File: config.mk
export PLATFORM = sky130hd
export DESIGN_NAME = jtdd_vtimer
export DESIGN_NICKNAME = d
export VERILOG_FILES = /design/src/rtl/jtdd_vtimer.sv
export SDC_FILE = /design/constraint.sdc
export NUM_CORES = 1
export LEC_CHECK = 0
export ABC_AREA = 1
export ABC_CLOCK_PERIOD_IN_PS = 2150
export CAP_MARGIN = 25
export CORE_ASPECT_RATIO = 0.7
export CORE_MARGIN = 2
export CORE_UTILIZATION = 45
export DETAILED_ROUTE_END_ITERATION = 8
export PLACE_DENSITY = 0.78
export SYNTH_ARGS = -nofsm -noshare
export SYNTH_HDL_FRONTEND = slang
export SYNTH_SLANG_ARGS = --single-unit
File: constraint.sdc
create_clock -name clk -period 2.15 [get_ports clk]
set_input_delay 0.5375 -clock clk [delete_from_list [all_inputs] [get_ports clk]]
set_output_delay 0.5375 -clock clk [all_outputs]
set_load 0.05 [all_outputs]
File: src/rtl/jtdd_vtimer.sv
// Video timing generator: pixel/line counters with registered blanking, sync,
// bus-phase strobes and a raster-line interrupt, all aligned to the counters.
module jtdd_vtimer #(
  parameter int HW       = 9,
  parameter int VW       = 9,
  parameter int HTOTAL   = 384,
  parameter int HB_START = 256,
  parameter int HB_END   = 0,
  parameter int HS_START = 320,
  parameter int HS_END   = 352,
  parameter int VSTART   = 0,
  parameter int VEND     = 271,
  parameter int VB_START = 240,
  parameter int VB_END   = 8,
  parameter int VS_START = 248,
  parameter int VS_END   = 252,
  parameter int MW       = 6,
  parameter int FW       = 8
) (
  input  logic          clk,
  input  logic          rst,
  input  logic          pxl_cen,
  input  logic          flip,
  input  logic          irq_en,
  input  logic [VW-1:0] irq_line,
  output logic [HW-1:0] H,
  output logic [VW-1:0] V,
  output logic [HW-1:0] HPOS,
  output logic [VW-1:0] VPOS,
  output logic          HBL,
  output logic          VBL,
  output logic          HS,
  output logic          VS,
  output logic          hinit,
  output logic          vinit,
  output logic          virq,
  output logic [FW-1:0] frame,
  output logic [MW-1:0] M
);

  localparam logic [HW-1:0] H_LAST  = HW'(HTOTAL - 1);
  localparam logic [VW-1:0] V_FIRST = VW'(VSTART);
  localparam logic [VW-1:0] V_LAST  = VW'(VEND);

  // Start==end means an empty window; start>end wraps through zero.
  function automatic logic f_window(input int cnt, input int wstart, input int wend);
    if (wstart < wend)
      return (cnt >= wstart) && (cnt < wend);
    else if (wstart == wend)
      return 1'b0;
    else
      return (cnt >= wstart) || (cnt < wend);
  endfunction

  logic [HW-1:0] r_h;
  logic [VW-1:0] r_v;
  logic [FW-1:0] r_frame;
  logic          r_hbl, r_vbl, r_hs, r_vs, r_virq;
  logic [MW-1:0] r_m;

  logic          w_hwrap, w_vwrap;
  logic [HW-1:0] w_h_next;
  logic [VW-1:0] w_v_next;
  logic [MW-1:0] w_m_next;

  always_comb begin
    w_hwrap  = (r_h == H_LAST);
    w_vwrap  = w_hwrap && (r_v == V_LAST);
    w_h_next = w_hwrap ? '0 : r_h + HW'(1);
    if (!w_hwrap)
      w_v_next = r_v;
    else if (r_v == V_LAST)
      w_v_next = V_FIRST;
    else
      w_v_next = r_v + VW'(1);
  end

  // Strobe k fires on odd H whose bits [3:1] equal k.
  always_comb begin
    w_m_next = '0;
    for (int k = 0; k < MW; k++)
      w_m_next[k] = w_h_next[0] && (w_h_next[3:1] == 3'(k));
  end

  // Decodes are loaded from the next counter values so they never lag H/V.
  always_ff @(posedge clk or posedge rst) begin
    if (rst) begin
      r_h     <= '0;
      r_v     <= V_FIRST;
      r_frame <= '0;
      r_hbl   <= 1'b0;
      r_vbl   <= 1'b0;
      r_hs    <= 1'b0;
      r_vs    <= 1'b0;
      r_virq  <= 1'b0;
      r_m     <= '0;
    end else if (pxl_cen) begin
      r_h    <= w_h_next;
      r_v    <= w_v_next;
      r_hbl  <= f_window(int'(w_h_next), HB_START, HB_END);
      r_hs   <= f_window(int'(w_h_next), HS_START, HS_END);
      r_vbl  <= f_window(int'(w_v_next), VB_START, VB_END);
      r_vs   <= f_window(int'(w_v_next), VS_START, VS_END);
      r_virq <= irq_en && (w_h_next == '0) && (w_v_next == irq_line);
      r_m    <= w_m_next;
      if (w_vwrap)
        r_frame <= r_frame + FW'(1);
    end
  end

  assign H     = r_h;
  assign V     = r_v;
  assign HPOS  = r_h ^ {HW{flip}};
  assign VPOS  = r_v ^ {VW{flip}};
  assign HBL   = r_hbl;
  assign VBL   = r_vbl;
  assign HS    = r_hs;
  assign VS    = r_vs;
  assign hinit = (r_h == '0);
  assign vinit = (r_h == '0) && (r_v == V_FIRST);
  assign virq  = r_virq;
  assign frame = r_frame;
  assign M     = r_m;

endmodule

; ---- Word-level counts from Yosys, hierarchy flattened
; Index checks and enable logic that the tools add are counted.
[totals]
register_bits = 37
wordCells = 50
input_bits = 14
[op_classes]
add_sub_neg = 3
muxes = 3
bitwise_logic = 2
reduce_logical = 18
eq_ne = 8
n_lt_le_gt_ge = 7
[op_table]
columns = operator, count
row1 = $logic_not 9->1, 3
row2 = $mux 9, 3
row3 = $add 9x1->9 const B, 2
row4 = $eq 9x9->1 const B, 2
row5 = $ge 9x8->1 const B, 2
row6 = $ge 9x9->1 const B, 2
row7 = $xor 9x9->9, 2
row8 = $logic_and 1x1->1, 12
row9 = $eq 9x9->1, 1
row10 = $lt 9x4->1 const B, 1
row11 = $lt 9x8->1 const B, 1
row12 = $lt 9x9->1 const B, 1
row13 = $add 8x1->8 const B, 1
row14 = $eq 3x2->1 const B, 2
row15 = $eq 3x3->1 const B, 2
row16 = $eq 3x1->1 const B, 1
row17 = $logic_not 3->1, 1
row18 = $reduce_and 2->1, 1
row19 = $logic_or 1x1->1, 1

; ---- Depth between registers and ports, before layout
; Gate-level depths: netlist of the first run.
[logic_depth]
depth_word = 5
depth_mapped = 15
depth_no_buf = 14

; ---- Worst setup path after synthesis of the first run
; OpenSTA, ideal clock, no wires.
[synth_path]
kind = reg2out
startpoint = reg r_h[0], in the netlist H[0]
endpoint = out vinit
slack_ns = -2.223
t_required_ns = 1.612
stages_incl_launch_ff = 6
t_arrival_ns = 3.835
path_buffers = 0
path_cell_list = dfrtp_1 > inv_1 > ha_1 > nand4_1 > nor4_1 > nor3b_1
[synth_between]
elab_chain_cells = 2
[synth_lines]
columns = item, line_no
row1 = start: declaration, 55  ; logic [HW-1:0] r_h;
row2 = start signal: assignment, 98  ; r_h <= w_h_next;
row3 = $logic_not 9->1, --
row4 = net hinit, 34  ; output logic hinit,
row5 = $logic_and 1x1->1, 120  ; assign vinit = (r_h == '0) && (r_v == V_FIRST);
row6 = end: declaration, 35  ; output logic vinit,
; The timed path passes the listed nets, and every way through them passes these cells.

; ---- Worst setup path after layout of the first run
[layout_path]
startpoint = reg r_h[0], in the netlist H[0]
endpoint = out vinit
[layout_between]
elab_chain_cells = 2
[layout_lines]
columns = item, line_no
row1 = $logic_not 9->1, 120
row2 = $logic_and 1x1->1, 120
; No other way between the ends.

==> impl_results.md, run 1 <==
* Status: finished, violations left
* Failing checks: setup timing
* Hold slack at between 400 and 500 ps
* Commonest cells after routing, fill and taps aside: nand2_1, buf_4, inv_1
* Die width at 94.3 um
* Vias in the first global route at between 2000 and 3000
* Final ANT Viol Nets at 0
* Crit path capture type: primary output
* Core area at approximately 5400 um^2
* Measured slew at the worst slew-check pin at ~570 ps
* Ant diodes at 0
* IO Count at 71
* Mapped cell area at 2570 um^2
* Drt drc at 0
* Global-route wire length before repair at 13.0 mm
* Starting density of the core at approximately 48%
* CP required at 1610 ps
* Slew HR at 62.2%
* Clock Tree Root: clkbuf_8
* # fillers at 408
* Post-DR vias/cell at between 5 and 6
* Yosys warnings at 0
* Clk buf depth at 2
* Mapped Cells at between 300 and 400
* Clock sinks at 36
* Die H at 67.2 um
* Power per cell area at 1020 nW/um^2
* TritonCTS clock tree: built
* Max-Cap Viols at 0
* Area growth syn-to-layout at 58.3%
* Critical path class: register to primary output
* Final Hold Fails at 0
* Mapped Nets at 381
* Netlist cell types at 33
* Crit-path max FO at 2
* Min Tclk post-route at about 2200 ps
* Hold_buf cts at 0
* Die area at 6340 um^2
* FP Rows at 22
* Leak Pwr at 1.97 nW
* Highest clock rate at 453 MHz
* Clk_lat worst skew at between 200 and 300 ps
* Min-delay worst type: register to register
* Sequential area share after synthesis at 35.0%
* DR pass1 iterations at 5
* Hpwl dp at 6.06 mm
* # setup viols final at 2
* Final WS setup at -58.6 ps
* Layout Nets at 478
* Clock Skew at between 2 and 2.5 ps
* Detailed-route wire length per cell at 15.2 um
* Synthesized area per cell at 7.12 um^2
* Total GRT Usage at 26.8%
* Largest net degree at the start of global routing at 37
* Wire length on met3 at 763 um
* DR iter-0 viols at 267
* Final wirelength at 8.08 mm
* R2R Setup Slk at -30 ps
* Clock buffer count from CTS at 5
* RSZ-0062 raised after global routing: yes
* #FFs+latches synth at 36
* Number of H-tree levels at 2
* Commonest non-fill, non-tap cell in the layout: nand2_1
* Initial antenna violation count at 0
* Top sig layer: met4
* Arrival time worst endpoint at approximately 1700 ps
* Met2 Routed Length at 3.60 mm
* Residual overflow from global routing at 0
* Share of layout cells above drive strength 1 at 27.7%
* Total Power at around 4.2 mW
* Met1 Wirelength at 3.68 mm
* Input/output buffers at 70
* VDD IR max at 0.927 mV
* Total number of vias at 2804
* Pins Over Slew Limit at 0
* Global placer's final weighted congestion at 0.971
* Clk slew on worst S/H paths at 70 ps
* Critical Path Start Type: register
* Final Cycle Share at 103%
## where the power goes
part,switching (mW),leakage [nW],internal (mW)
Clock,0.231,0.0552,0.344
Sequential,0.140,0.445,0.798
Combinational,1.60,1.47,1.05
## worst max-delay path: stages, from the launching register on
cell,delay (ps)
dfrtp_2,440
inv_4,70
ha_4,120
nand4_1,110
nor4_4,190
nor3b_4,290
buf_12,170
## layer usage
layer	global-route usage [%]	up-vias
met1	39.4	1321
met3	5.36	8
met5	0	-
li1	-	1336
met2	41.8	139
met4	4.35	0
## final timing paths
kind                               start       end  cells past startpoint
worst min-delay path            frame[7]  frame[7]                      1
worst max-delay path                H[0]     vinit                      6
worst min register to register  frame[7]  frame[7]                      1
min in group asynchronous            rst      M[3]                      3
max in group asynchronous            rst      H[6]                      3
worst max register to register      H[0]      virq                     15
## state kept, by name, indices dropped and copies added (netlist names)
register,cells
HS,1
H,9
V,9
M,6
virq,1
VBL,1
VS,1
frame,8
## kinds of logic after synthesis
group                      Yosys count  share of synthesized area (%)
DFF                                 36                           35.0
AOI/OAI and AO/OA                   32                           6.76
buffers and inverters               52                           8.81
adders and majority gates            6                           2.92
and+or+nand+nor                    207                           36.9
xor gates and xnor gates            28                           9.54
## through the flow
| step | TNS (ps) | instance area, um^2 | setup slack, ps | std cells | util, % |
|---|---|---|---|---|---|
| after floorplan | -996 | 2760 | -557 | 361 | - |
| after global placement | 0 | 3830 | 107 | 511 | 71.4 |
| after detailed placement | 0 | 3830 | 79.2 | 511 | 71.4 |
| after CTS | -60.3 | 3970 | -60.3 | 523 | 74.0 |
| after global routing | -478 | 4070 | -149 | 531 | 75.8 |
| final | -89.4 | 4070 | -58.6 | 531 | 75.8 |
## what timing repair did
item	in CTS	in global routing
setup buffers	4	7
cloned	0	1
hold endpoints to repair	0	0
endpoints found under the setup margin	2	10
resized for setup	3	15
pin swaps	2	3
## synthesized netlist by cell type
library cell	count	area, um^2
o21bai_1	1	7.51
buf_8	1	15.0
clkbuf_1	5	18.8
buf_4	3	22.5
nor3b_1	1	7.51
nand3_4	2	35.0
nor2_1	29	109
ha_1	6	75.1
clkinv_1	1	3.75
nand3b_1	2	15.0
nand4_4	1	21.3
dfrtp_1	36	901
o31ai_1	2	15.0
o21ai_0	25	125
o21ai_1	1	5.00
a21oi_1	1	5.00
nand3_2	1	10.0
inv_2	3	11.3
nand4_1	11	68.8
o22a_1	1	8.76
nor3_2	1	10.0
a21boi_1	1	7.51
nand2_1	121	454
nor2_2	4	25.0
nor2_4	3	33.8
nand3_1	27	135
xor2_1	25	219
nor4_1	1	6.26
inv_4	1	6.26
nand2_2	3	18.8
xnor2_1	3	26.3
buf_2	5	25.0
inv_1	33	124
## area by class of cell
type | count | area [um^2] | area share (%)
clock buffers | 6 | 72.6 | 1.78
repair buffers | 103 | 1160 | 28.6
flip-flops and latches | 36 | 911 | 22.4
clock inverters | 2 | 35.0 | 0.861
well taps | 72 | 90.1 | 2.21
inverters | 38 | 148 | 3.63
multi-input cells | 274 | 1650 | 40.5
(Power assumes the default switching activity.)
==> inputs of run 2 (changes only) <==
- CTS_BUF_LIST: default -> sky130_fd_sc_hd__clkbuf_4 sky130_fd_sc_hd__clkbuf_8 sky130_fd_sc_hd__clkbuf_16
- RECOVER_POWER: default -> 100
- SETUP_SLACK_MARGIN: default -> 0.02
==> run 2 against run 1 <==
The run still ends with setup timing left. Clock skew increased by 8.5 ps. Non-clock buffer count rose by 5. Clock-buffer cell count fell by 1. Clock power increased by 9.6%. Worst setup slack got worse by 30 ps. Global-route usage is 1.1 points higher. Largest cell class unchanged. Highest routed layer unchanged.
==> impl_results.md, run 2 (synthesized netlist as in run 1, its figures left out) <==
* Clock Skew at 10.7 ps (+8.47 ps)
* Final WS setup at -88.7 ps (-30.0 ps)
* Met1 Wirelength at 3.72 mm (+1.2%)
* Highest clock rate at 447 MHz (-1.3%)
* Top sig layer: met4
* RSZ-0062 raised after global routing: yes
* CP Cell Sequence: inv_4 -> ha_4 -> nand4_1 -> nor4_4 -> nor3b_4 -> buf_12
* Largest net degree at the start of global routing at 37 (unchanged)
* Crit-path max FO at 2 (unchanged)
* Number of H-tree levels at 2 (unchanged)
* Ant diodes at 0 (unchanged)
* FP Rows at 22 (unchanged)
* VDD IR max at 0.859 mV (-7.3%)
* Share of layout cells above drive strength 1 at 24.3% (-3.4 points)
* TritonCTS clock tree: built
* Fin area at 3980 um^2 (-2.2%)
* Initial antenna violation count at 0 (unchanged)
* Total GRT Usage at 27.9% (+1.1 points)
* CP Launch Point: H[0]
* Clk slew on worst S/H paths at 80 ps (about the same)
* DR pass1 iterations at 5 (unchanged)
* Total Power at 4.11 mW (-1.4%)
* Clock Tree Root: clkbuf_8
* Total number of vias at 2843 (+1.4%)
* Global placer's final weighted congestion at 0.929 (-4.3%)
* Final ANT Viol Nets at 0 (unchanged)
* Post-DR vias/cell at 5.29 (+0.26%)
* Starting density of the core at 47.9% (unchanged)
* Placement Cell Area at 3890 um^2 (+1.4%)
* Crit path capture type: primary output
* Clk buf depth at 2 (unchanged)
* Min-delay worst type: register to register
* Met2 Routed Length at 3.77 mm (+4.7%)
* Final Hold Fails at 0 (unchanged)
* Final Cycle Share at 104% (+1.4 points)
* FF-to-FF Start: H[0]
* Input/output buffers at 70 (unchanged)
* Core area at 5370 um^2 (unchanged)
* Pins Over Slew Limit at 0 (unchanged)
* Detailed-route wire length per cell at 15.8 um (+3.8%)
* Hpwl dp at 6.20 mm (+2.3%)
* Leak Pwr at 1.89 nW (-4.0%)
* Clk_lat worst skew at 300 ps (+20 ps)
* Largest stage delay, worst path at 440 ps (about the same)
* DR iter-0 viols at 255 (-4.5%)
* Min Tclk post-route at 2240 ps (+30.0 ps)
* Measured slew at the worst slew-check pin at 904 ps (+338 ps)
* Clock sinks at 36 (unchanged)
* IO Count at 71 (unchanged)
* Wire length on met3 at 877 um (+15%)
* Final wirelength at 8.48 mm (+4.9%)
* Layout Nets at 484 (+1.3%)
* Drt drc at 0 (unchanged)
* # setup viols final at 1 (-1)
* Slew HR at 39.7% (-22 points)
* R2R Setup Slk at 10 ps (+40 ps)
* Critical Path Start Type: register
* Arrival time worst endpoint at 1700 ps (+30 ps)
* Status: finished, violations left
* Critical path class: register to primary output
* Worst path slowest cell: dfrtp_2
* Clock buffer count from CTS at 5 (unchanged)
* Residual overflow from global routing at 0 (unchanged)
* Die width at 94.3 um (unchanged)
* Failing checks: setup timing
* Power per cell area at 1030 nW/um^2 (+0.83%)
* Die H at 67.2 um (unchanged)
* Commonest cells after routing, fill and taps aside: nand2_1, inv_1, dfrtp_1, clkdlybuf4s50_1, buf_4
* CP required at 1610 ps (about the same)
* Die area at 6340 um^2 (unchanged)
* Max-Cap Viols at 0 (unchanged)
* Vias in the first global route at 2642 (+0.30%)
* Area growth syn-to-layout at 54.8%
* Commonest non-fill, non-tap cell in the layout: nand2_1
* Global-route wire length before repair at 13.5 mm (+3.9%)
* HP Start: frame[7]
[run 2: repair_timing]
item | 4_1_cts | 5_1_grt
gates cloned | 0 | 2
hold buffers | 0 | 0
setup buffers | 7 | 5
resized for setup | 6 | 17
pin swaps | 1 | 3
endpoints found under the setup margin | 4 | 8
[run 2: critical path, delay by kind of cell, from the launching register on]
kind,cells,cell delay (ps)
adders and majority gates,1,120
buffers and inverters,2,240
DFF,1,440
and+or+nand+nor,3,600
[run 2: metal layers]
layer  global-route usage, %  up-vias
met5                       0        -
met4                    5.25        0
met3                    6.47       15
met2                    43.3      148
met1                    40.3     1329
li1                        -     1351
[run 2: per-stage QoR]
stage                     std cells  hold slack (ps)  worst slack (ps)  setup TNS (ps)  utilization, %
after global routing            537              509              -180            -793            74.2
after floorplan                 361              699              -557            -974               -
after CTS                       532              485             -63.0           -63.0            75.7
after global placement          517              465               119               0            72.4
after detailed placement        517              463              72.1               0            72.4
final                           537              482             -88.7           -88.7            74.2
[run 2: cell type report]
cell class              instances  area [um^2]
multi-input cells             274         1620
flip-flops and latches         36          910
repair inverters                1         8.76
clock buffers                   5         68.8
fillers                       433         1390
repair buffers                108         1080
well taps                      72         90.1
clock inverters                 3         46.3
inverters                      38          158
[run 2: worst paths after layout]
path / to / cells after the start
setup / recovery: vinit / 6
hold / removal: frame[7] / 1
setup reg to reg: virq / 12
hold reg to reg: frame[7] / 1
max in group asynchronous: H[5] / 3
min in group asynchronous: frame[7] / 3
[run 2: where the power goes]
part / leakage [nW] / internal [mW] / switching [mW]
combinational: 1.39 / 0.952 / 1.60
clock: 0.0548 / 0.350 / 0.280
sequential: 0.446 / 0.795 / 0.129
total: 1.89 / 2.10 / 2.01
==> inputs of run 3 (changes only) <==
- CORE_MARGIN: 2 -> 1
==> run 3 against run 2 <==
Die area fell by 5.0%. The flow still finishes with violations (setup timing). First-iteration DRC count up 13%. Combinational power grew 5%.
==> impl_results.md, run 3 (synthesized netlist as in run 1, its figures left out) <==
* Status: finished, violations left
* Failing checks: setup timing
* Ant diodes at 0 (unchanged)
* Worst path slowest cell: dfrtp_2
* Clk pwr share at 14.5% (-0.8 points)
* Pins Over Slew Limit at 0 (unchanged)
* Wire length on met3 at 673 um (-23%)
* Sw frac at 47.7% (-1.2 points)
* DR iter-0 viols at 287 (+13%)
* Final WS setup at -50.9 ps (+37.8 ps)
* Number of H-tree levels at 2 (unchanged)
* Clock Skew at 8.94 ps (-1.79 ps)
* Arrival time worst endpoint at 1660 ps (-40 ps)
* CP Cell Sequence: inv_4 -> ha_4 -> nand4_1 -> nor4_4 -> nor3b_4 -> buf_12
* FF-to-FF Start: H[0]
* Residual overflow from global routing at 0 (unchanged)
* Register area at 910 um^2 (unchanged)
* Measured slew at the worst slew-check pin at 913 ps (+9.28 ps)
* Comb power frac at 63.0% (+0.9 points)
* Switching power at 2.03 mW (+1.1%)
* Largest stage delay, worst path at 430 ps (about the same)
* Total number of vias at 2933 (+3.2%)
* HP Start: M[1]
* Leak Pwr at 2.06 nW (+9.2%)
* Commonest non-fill, non-tap cell in the layout: nand2_1
* IO Count at 71 (unchanged)
* VDD IR max at 0.961 mV (+12%)
* Clock Tree Root: clkbuf_8
* Final ANT Viol Nets at 0 (unchanged)
* Die width at 92.3 um (-2.1%)
* Starting density of the core at 47.9% (unchanged)
* Detailed-route wire length per cell at 15.6 um (-1.5%)
* Layout Nets at 490 (+1.2%)
* Critical Path Start Type: register
* Met1 Wirelength at 3.82 mm (+2.7%)
* # setup viols final at 5 (+4)
* Die H at 65.2 um (-3.0%)
* DR pass1 iterations at 5 (unchanged)
* P_int at 2.23 mW (+6.2%)
* Multi-input gate area at 1720 um^2 (+5.9%)
* Core area at 5370 um^2 (unchanged)
* RSZ-0062 raised after global routing: yes
* Setup_tns at -131 ps (-42.4 ps)
* Slew HR at 39.1% (-0.62 points)
* Global-route wire length before repair at 12.7 mm (-6.3%)
* Initial antenna violation count at 0 (unchanged)
* Power per cell area at 1010 nW/um^2 (-2.3%)
* Area growth syn-to-layout at 64.3%
* Post-DR vias/cell at 5.40 (+2.0%)
* FP Rows at 22 (unchanged)
* Share of layout cells above drive strength 1 at 31.6% (+7.3 points)
* Min-delay worst type: register to register
* CP Launch Point: H[0]
* Highest clock rate at 454 MHz (+1.7%)
* Total Power at 4.26 mW (+3.7%)
* TritonCTS clock tree: built
* Die area at 6030 um^2 (-5.0%)
* Crit path capture type: primary output
* Hpwl dp at 5.89 mm (-4.9%)
* Input/output buffers at 70 (unchanged)
* Final Hold Fails at 0 (unchanged)
* Commonest cells after routing, fill and taps aside: nand2_1, buf_4, inv_1
* Vias in the first global route at 2557 (-3.2%)
* Clk buf depth at 2 (unchanged)
* Clk_lat worst skew at 300 ps (about the same)
* WP buf/inv at 2 (unchanged)
* Final wirelength at 8.44 mm (-0.37%)
* Final Cycle Share at 102% (-1.8 points)
* CP required at 1610 ps (about the same)
* Clock sinks at 36 (unchanged)
* Hold_buf cts at 0 (unchanged)
* # fillers at 376 (-13%)
* Critical path class: register to primary output
* Clk slew on worst S/H paths at 80 ps (about the same)
* Hold slack at 490 ps (+8.15 ps)
* Place WS at 58.1 ps (-14.1 ps)
* Total GRT Usage at 27.3% (-0.54 points)
* Clock buffer count from CTS at 5 (unchanged)
* Register share of total power at 22.4% (about the same)
* Cell family with most CP delay: simple AND/OR/NAND/NOR gates
* Largest net degree at the start of global routing at 37 (unchanged)
* Global placer's final weighted congestion at 0.969 (+4.4%)
* Crit-path max FO at 2 (unchanged)
* Met2 Routed Length at 3.81 mm (+1.1%)
* Max-Cap Viols at 0 (unchanged)
* Top sig layer: met4
* Min Tclk post-route at 2200 ps (-37.8 ps)
* Drt drc at 0 (unchanged)
-- run 3: worst register-to-register path: cells and delay by family (launching register included) --
| family | cells | cell delay [ps] |
|---|---|---|
| adders and majority gates | 1 | 140 |
| buffers and inverters | 4 | 470 |
| and+or+nand+nor | 6 | 940 |
| DFF | 1 | 400 |
| xor gates and xnor gates | 1 | 160 |
-- run 3: worst paths after layout --
| check | slack (ps) | cells past startpoint | to |
|---|---|---|---|
| setup / recovery | -50 | 6 | vinit |
| max in group asynchronous | 560 | 3 | H[1] |
| hold / removal | 490 | 2 | M[1] |
| setup reg to reg | -40 | 12 | frame[7] |
| hold reg to reg | 490 | 2 | M[1] |
| min in group asynchronous | 950 | 3 | V[4] |
-- run 3: cell type report --
| cell class | instances | share of cell area, % |
|---|---|---|
| sequential | 36 | 21.5 |
| timing repair inverter | 1 | 0.207 |
| tap | 72 | 2.13 |
| multi-input combinational | 274 | 40.7 |
| timing repair buffer | 114 | 29.1 |
| clock inverter | 2 | 0.829 |
| clock buffer | 6 | 1.81 |
| inverter | 38 | 3.73 |
-- run 3: power by group through the flow --
stage / Combinational [mW] / Clock (mW) / Sequential (mW)
final: 2.68 / 0.619 / 0.956
after CTS: 2.58 / 0.617 / 0.949
after detailed placement: 2.54 / 0 / 0.966
after global routing: 2.81 / 0.645 / 0.968
after floorplan: 1.11 / 0 / 1.35
after global placement: 2.52 / 0 / 0.961
-- run 3: what timing repair did --
| action | 4_1_cts | 5_1_grt |
|---|---|---|
| cloned | 0 | 2 |
| setup endpoints to repair | 2 | 8 |
| pin swaps | 5 | 10 |
| resized for setup | 4 | 33 |
| buffers inserted | 4 | 17 |
-- run 3: layer usage --
metal / up-vias / GRT usage [%]
li1: 1361 / -
met1: 1378 / 40.2
met2: 171 / 41.5
met3: 23 / 4.98
met4: 0 / 6.64
met5: - / 0
-- run 3: metrics by stage --
| step | cell area [um^2] | std cells | util (%) |
|---|---|---|---|
| 2_1_floorplan | 2780 | 361 | - |
| 4_1_cts | 4000 | 525 | 74.5 |
| 6_report | 4230 | 543 | 78.7 |
| 3_3_place_gp | 3860 | 514 | 71.9 |
| 3_5_place_dp | 3860 | 514 | 71.9 |
| 5_1_grt | 4230 | 543 | 78.7 |
